### src/rtl/kbd_pkg.sv
`default_nettype none
// ============================================================================
//  Module   : kbd_pkg
//  Brief    : Shared types, key codes and helpers for the 4x4 keypad scanner
//  Revision : 1.0  initial release
// ============================================================================
package kbd_pkg;

  // Scanner FSM states
  typedef enum logic [1:0] {
    SCAN   = 2'd0,
    DBNC_P = 2'd1,
    HOLD   = 2'd2,
    DBNC_R = 2'd3
  } kbd_state_t;

  // Result of classifying a row-sense pattern
  typedef struct packed {
    logic       valid;  // exactly one row line is low
    logic [1:0] idx;    // index of that low line
  } onehot_t;

  localparam logic [3:0] KEY_0 = 4'h0;
  localparam logic [3:0] KEY_1 = 4'h1;
  localparam logic [3:0] KEY_2 = 4'h2;
  localparam logic [3:0] KEY_3 = 4'h3;
  localparam logic [3:0] KEY_4 = 4'h4;
  localparam logic [3:0] KEY_5 = 4'h5;
  localparam logic [3:0] KEY_6 = 4'h6;
  localparam logic [3:0] KEY_7 = 4'h7;
  localparam logic [3:0] KEY_8 = 4'h8;
  localparam logic [3:0] KEY_9 = 4'h9;
  localparam logic [3:0] KEY_A = 4'hA;
  localparam logic [3:0] KEY_B = 4'hB;
  localparam logic [3:0] KEY_C = 4'hC;
  localparam logic [3:0] KEY_D = 4'hD;
  localparam logic [3:0] KEY_E = 4'hE;
  localparam logic [3:0] KEY_F = 4'hF;

  // Physical keypad legend: row 0 is the top row, column 0 the leftmost
  function automatic logic [3:0] key_map(input logic [1:0] row_idx, input logic [1:0] col_idx);
    logic [3:0] code;
    code = KEY_0;
    case ({row_idx, col_idx})
      4'b00_00: code = KEY_1;
      4'b00_01: code = KEY_2;
      4'b00_10: code = KEY_3;
      4'b00_11: code = KEY_A;
      4'b01_00: code = KEY_4;
      4'b01_01: code = KEY_5;
      4'b01_10: code = KEY_6;
      4'b01_11: code = KEY_B;
      4'b10_00: code = KEY_7;
      4'b10_01: code = KEY_8;
      4'b10_10: code = KEY_9;
      4'b10_11: code = KEY_C;
      4'b11_00: code = KEY_E;
      4'b11_01: code = KEY_0;
      4'b11_10: code = KEY_F;
      default:  code = KEY_D;
    endcase
    return code;
  endfunction

  // Accept only patterns with a single low line; anything else is idle or a ghost
  function automatic onehot_t onehot_low(input logic [3:0] rows);
    onehot_t res;
    res.valid = 1'b0;
    res.idx   = 2'd0;
    case (rows)
      4'b1110: begin res.valid = 1'b1; res.idx = 2'd0; end
      4'b1101: begin res.valid = 1'b1; res.idx = 2'd1; end
      4'b1011: begin res.valid = 1'b1; res.idx = 2'd2; end
      4'b0111: begin res.valid = 1'b1; res.idx = 2'd3; end
      default: ;
    endcase
    return res;
  endfunction

endpackage
`default_nettype wire

### src/rtl/kbd_sync2.sv
`default_nettype none
// ============================================================================
//  Module   : kbd_sync2
//  Brief    : Two-flop synchronizer, resets to all ones (idle pulled-up lines)
//  Revision : 1.0  initial release
// ============================================================================
module kbd_sync2 #(
  parameter int WIDTH = 4
) (
  input  logic             clk,
  input  logic             reset,
  input  logic [WIDTH-1:0] i_d,
  output logic [WIDTH-1:0] o_q
);

  logic [WIDTH-1:0] r_meta;
  logic [WIDTH-1:0] r_sync;

  // Two register stages to settle metastability on the asynchronous inputs
  always_ff @(posedge clk) begin
    if (reset) begin
      r_meta <= '1;
      r_sync <= '1;
    end else begin
      r_meta <= i_d;
      r_sync <= r_meta;
    end
  end

  assign o_q = r_sync;

endmodule
`default_nettype wire

### src/rtl/keypad_scanner.sv
`default_nettype none
// ============================================================================
//  Module   : keypad_scanner
//  Brief    : 4x4 keypad column scanner with press/release debounce, ghost
//             rejection and a one-cycle strobe per accepted key
//  Revision : 1.0  initial release
// ============================================================================
module keypad_scanner
  import kbd_pkg::*;
#(
  parameter int SCAN_DIV     = 4,
  parameter int DEBOUNCE_CNT = 200
) (
  input  logic       clk,
  input  logic       reset,
  input  logic [3:0] kb_row_i,
  output logic [3:0] kb_col_o,
  output logic [3:0] key_code,
  output logic       key_valid,
  output logic       key_held
);

  localparam int DW_W = (SCAN_DIV > 1) ? $clog2(SCAN_DIV) : 1;
  localparam int DB_W = $clog2(DEBOUNCE_CNT + 1);
  localparam logic [DW_W-1:0] DWELL_LAST = DW_W'(SCAN_DIV - 1);
  localparam logic [DB_W-1:0] DBNC_LAST  = DB_W'(DEBOUNCE_CNT - 1);
  localparam logic [DB_W-1:0] DBNC_SAT   = DB_W'(DEBOUNCE_CNT);

  logic [3:0]      w_row_s;
  onehot_t         w_hit;
  logic [1:0]      w_col_next_idx;
  logic [3:0]      w_col_next_drive;
  logic [DB_W-1:0] w_dbnc_inc;

  kbd_state_t      r_state;
  logic [DW_W-1:0] r_dwell;
  logic [DB_W-1:0] r_dbnc;
  logic [1:0]      r_col_idx;
  logic [3:0]      r_col_drive;
  logic [3:0]      r_pat;
  logic [1:0]      r_row_idx;
  logic [3:0]      r_code;
  logic            r_valid;
  logic            r_held;

  kbd_sync2 #(.WIDTH(4)) u_row_sync (
    .clk   (clk),
    .reset (reset),
    .i_d   (kb_row_i),
    .o_q   (w_row_s)
  );

  assign w_hit            = onehot_low(w_row_s);
  assign w_col_next_idx   = r_col_idx + 2'd1;
  assign w_col_next_drive = ~(4'b0001 << w_col_next_idx);
  // Saturating increment so a stuck counter can never wrap into a false match
  assign w_dbnc_inc       = (r_dbnc == DBNC_SAT) ? r_dbnc : r_dbnc + DB_W'(1);

  // Scan / debounce FSM with its dwell, debounce and column registers
  always_ff @(posedge clk) begin
    if (reset) begin
      r_state     <= SCAN;
      r_dwell     <= '0;
      r_dbnc      <= '0;
      r_col_idx   <= 2'd0;
      r_col_drive <= 4'b1110;
      r_pat       <= 4'hF;
      r_row_idx   <= 2'd0;
      r_code      <= KEY_0;
      r_valid     <= 1'b0;
      r_held      <= 1'b0;
    end else begin
      r_valid <= 1'b0;
      case (r_state)
        SCAN: begin
          // Rows only get a full sync latency to settle on the last dwell cycle
          if (r_dwell == DWELL_LAST) begin
            r_dwell <= '0;
            if (w_hit.valid) begin
              r_pat     <= w_row_s;
              r_row_idx <= w_hit.idx;
              r_dbnc    <= '0;
              r_state   <= DBNC_P;
            end else begin
              r_col_idx   <= w_col_next_idx;
              r_col_drive <= w_col_next_drive;
            end
          end else begin
            r_dwell <= r_dwell + DW_W'(1);
          end
        end
        DBNC_P: begin
          if (w_row_s != r_pat) begin
            r_state     <= SCAN;
            r_dwell     <= '0;
            r_col_idx   <= w_col_next_idx;
            r_col_drive <= w_col_next_drive;
          end else if (r_dbnc == DBNC_LAST) begin
            r_code  <= key_map(r_row_idx, r_col_idx);
            r_valid <= 1'b1;
            r_held  <= 1'b1;
            r_dbnc  <= w_dbnc_inc;
            r_state <= HOLD;
          end else begin
            r_dbnc <= w_dbnc_inc;
          end
        end
        HOLD: begin
          // Column stays frozen, so keys in other columns cannot be seen here
          if (w_row_s == 4'hF) begin
            r_dbnc  <= '0;
            r_state <= DBNC_R;
          end
        end
        DBNC_R: begin
          if (w_row_s != 4'hF) begin
            r_dbnc  <= '0;
            r_state <= HOLD;
          end else if (r_dbnc == DBNC_LAST) begin
            r_held      <= 1'b0;
            r_state     <= SCAN;
            r_dwell     <= '0;
            r_col_idx   <= w_col_next_idx;
            r_col_drive <= w_col_next_drive;
          end else begin
            r_dbnc <= w_dbnc_inc;
          end
        end
        default: r_state <= SCAN;
      endcase
    end
  end

  assign kb_col_o  = r_col_drive;
  assign key_code  = r_code;
  assign key_valid = r_valid;
  assign key_held  = r_held;

endmodule
`default_nettype wire
### config.mk
export PLATFORM = sky130hd
export DESIGN_NAME = keypad_scanner
export DESIGN_NICKNAME = d
export VERILOG_FILES = /design/src/rtl/kbd_pkg.sv /design/src/rtl/kbd_sync2.sv /design/src/rtl/keypad_scanner.sv
export SDC_FILE = /design/constraint.sdc
export NUM_CORES = 1
export LEC_CHECK = 0
export ABC_AREA = 1
export BUFFER_PORTS_ARGS = -buffer_cell sky130_fd_sc_hd__buf_2
export CAP_MARGIN = 5
export CORE_UTILIZATION = 40
export DETAILED_ROUTE_END_ITERATION = 10
export GPL_TIMING_DRIVEN = 0
export PLACE_DENSITY_LB_ADDON = 0.25
export SYNTH_ARGS = -nofsm -noshare
export SYNTH_HDL_FRONTEND = slang
export SYNTH_SLANG_ARGS = --single-unit
### constraint.sdc
create_clock -name clk -period 2.9 [get_ports clk]
set_input_delay 0.29 -clock clk [delete_from_list [all_inputs] [get_ports clk]]
set_output_delay 0.29 -clock clk [all_outputs]
set_load 0.02 [all_outputs]
==> impl_summary.md <==
Outcome
The run finished with clean final reports.

Clock tree
The setup fix buffers added after clock tree synthesis is 0. CTS placed an instance of clkbuf_8 at the clock tree root. The number of instances resized during post-cts repair is 0. The TritonCTS clock tree is done.

Counting along the longest clock path gives a buffer depth of 2. Clock-pin slew was measured on the worst setup and hold paths at 0.08 ns. The number of clock sinks seen by CTS is 38. The number of clock buffers added by TritonCTS is 5. At the later pin of the worst-skew pair, clock insertion delay measures 0.29 ns. The number of hold buffers added after CTS was 0. The depth of the CTS H-tree is 2.

Power and ir drop
The analysis attributes to net switching a power of 0.000311 W. Of the total power, registers draw 50.7%. The internal power of the cells is 0.000788 W.

The clock share of power is 35.2%. The maximum vdd ir drop is 0.303 mV. The static leakage is 1.16 nW.

The switching share of total power is 28.3%. Of the total power, combinational logic draws 14.0%. The power density normalized to cell area is roughly 440 nW/um2.

Detailed routing
For this run, design rule violations remaining after detail routing come to 0. The first detailed-routing pass took 4 iterations. Summed over all layers, the routed wires come to 4610 um. The number of DRC markers in iteration 0 is 127. The total via count after detailed routing is 2001. The routed wire length per instance is 11.0 um. The number of routed nets with antenna violations is 0.

In the routed layout, each cell is associated on average with a via count of about 4.8.

Floorplan
The die covers 5850 um2. The boundary pin count is 16. The starting density of the core is 42.4%. The die is roughly 76 um wide. The vertical extent of the die is around 76 um. The region available for standard cell placement spans between 5000 and 6000 um2.

The initialized floorplan defines 26 standard-cell rows.

STA
The setup violation total in the final timing report is 0. The post-route minimum period is approximately 1.8 ns. The share of the clock period used by the worst path after layout is 60.6%. Derived from the worst setup path, the maximum achievable clock frequency is 569 MHz. The number of failing hold endpoints at the final stage was 0.

The worst setup skew after layout is just under 0.005 ns. The max-slew violation total from the final report is 0. The accumulated negative setup slack is 0 ns. Measured against its own limit, the worst slew margin works out to 61.8%. Setup repair after global routing left no endpoint under its margin. At the pin with the least slew margin, the transition time is 0.572 ns.

Placed design
The cell count after placement is 410. The HPWL after detailed placement is 3350 um. The number of buffers inserted by port buffering is 15.

Summing all placed instances gives a cell area of between 2000 and 2500 um2. The placer congestion estimate is 0.834.

Job
Max-cap violations in this run came to 0.

Layout
The proportion of layout cells with a drive suffix above 1 is about 18%. The area added between synthesis and finish is 11.6%. The filler cell count is 550. The number of cells in the finished layout apart from fillers is 418. The commonest non-fill, non-tap cell in the layout is nand2_1. The finished cells cover 2480 um2.

The library cells used most frequently in the layout, excluding fill and tap cells, are nand2_1 (89), inv_1 (43), dfxtp_1 (38), nor2_1 (30), nand3_1 (23). The number of inserted diodes is 0. At the end of the flow the core is filled with cells to 47.3%. The final net count is 362.

Logic synthesis
Synthesis produced a netlist whose cell count is 325. Counting every net in the synthesized netlist gives 340. The proportion of synthesized chip area in sequential cells is 34.3%. The count of yosys warnings during synthesis is 0. Counting flops and latches in the post-synthesis netlist gives 38. The number of distinct library cells after synthesis is 29. The average cell area after synthesis is 6.83 um2. The cell area after synthesis is ~2200 um2.

Global routing
The wire length of the first global-routing pass is 7960 um. The via count of the first global-routing pass was 1870. The number of antenna violations at the first check in global routing is 0. The overflow left after global routing is 0. The total routing usage reported by global routing is 16.6%. The maximum number of pins on one net before global-route repair is 13.

Setup path
The kind of start point of the critical path is a flop. The maximum net fanout on the critical path is 10. The classification of the worst setup path is flop to flop. The capturing element type of the critical path is a flop.

Data on the critical path arrives at its endpoint at 1.92 ns. The worst register-to-register path has a setup slack of approximately 1.1 ns. STA puts the critical path data required time at 3.06 ns.

Min path
In this run the worst hold path is classified as input port to flop.
-- routing by layer --
| layer | wire length [um] | vias to the layer above | GRT usage (%) |
|---|---|---|---|
| met5 | 0 | - | 0 |
| met2 | 2130 | 33 | 27.2 |
| met4 | 47 | 0 | 5.58 |
| li1 | - | 1063 | - |
| met1 | 2230 | 898 | 20.8 |
| met3 | 203 | 7 | 4.43 |
-- power groups by stage --
stage | Clock [W] | Combinational, W | Sequential, W
after floorplan | 0 | 0.000116 | 0.000573
after global placement | 0 | 0.000153 | 0.000569
after detailed placement | 0 | 0.000155 | 0.000570
after CTS | 0.000399 | 0.000156 | 0.000558
after global routing | 0.000420 | 0.000176 | 0.000561
final | 0.000387 | 0.000154 | 0.000558
-- layout make-up --
type	instances	area (um2)	share of cell area, %
clock buffers	6	82.6	3.33
clock inverters	2	12.5	0.505
well taps	70	87.6	3.54
flip-flops and latches	38	761	30.7
inverters	47	176	7.12
repair buffers	15	75.1	3.03
plain buffers	6	33.8	1.36
multi-input cells	234	1250	50.4
-- per-stage QoR --
step / worst slack, ns / power [W] / hold WS (ns)
CTS: 1.14 / 0.00111 / 0.175
global placement: 1.17 / 0.000723 / 0.392
floorplan: 1.40 / 0.000689 / 0.389
global route: 0.972 / 0.00116 / 0.171
detailed placement: 1.16 / 0.000725 / 0.394
finish: 1.14 / 0.00110 / 0.181
-- flip-flops by register name (all words and copies together) (netlist names) --
register,cells
r_dbnc,8
kb_col_o,4
key_code,4
r_pat,4
u_row_sync.o_q,4
u_row_sync.r_meta,4
r_col_idx,2
r_dwell,2
r_row_idx,2
r_state,2
key_held,1
key_valid,1
-- critical path: stages, from the launching register on --
cell     delay, ns
dfxtp_1       0.41
ha_1          0.21
nand2_1       0.08
nor2_1        0.13
nand2_2       0.14
nand2_1       0.11
nand3_1       0.11
nor2_4        0.23
inv_2         0.08
nand2_1       0.06
nand3_1       0.06
-- final timing paths --
path	startpoint	end	cells past startpoint
worst max-delay path	r_dbnc[0]	kb_col_o[2]	10
worst max register to register	r_dbnc[0]	kb_col_o[2]	10
worst min-delay path	kb_row_i[1]	u_row_sync.r_meta[1]	2
worst min register to register	u_row_sync.r_meta[0]	u_row_sync.o_q[0]	1
-- logic make-up after synthesis --
kind of cell | count (synthesis) | synth area share, %
compound gates | 46 | 11.8
fa+ha+maj | 9 | 5.07
buf+inv | 53 | 9.47
flops | 38 | 34.3
simple gates | 179 | 39.4
-- cell usage after synthesis --
cell | count | area [um2]
o21ai_0 | 16 | 80.1
nor2_4 | 5 | 56.3
nor2_1 | 30 | 113
a21oi_1 | 17 | 85.1
clkbuf_1 | 4 | 15.0
o21ai_1 | 1 | 5.00
buf_6 | 1 | 11.3
or2_2 | 8 | 50.1
nor2_2 | 5 | 31.3
nor3_1 | 2 | 10.0
a31oi_1 | 1 | 6.26
nand3_1 | 23 | 115
buf_4 | 1 | 7.51
ha_1 | 9 | 113
inv_2 | 4 | 15.0
nand3b_1 | 2 | 15.0
o22ai_1 | 1 | 6.26
nand2_4 | 2 | 22.5
nand3_2 | 5 | 50.1
a211oi_1 | 2 | 15.0
nand4_1 | 1 | 6.26
o21bai_1 | 1 | 7.51
o21ai_2 | 3 | 26.3
o211ai_1 | 4 | 30.0
dfxtp_1 | 38 | 761
inv_1 | 43 | 161
nand2_2 | 5 | 31.3
nand2_1 | 89 | 334
nor2_8 | 2 | 40.0
No activity file was read; power rests on OpenSTA's default activity.
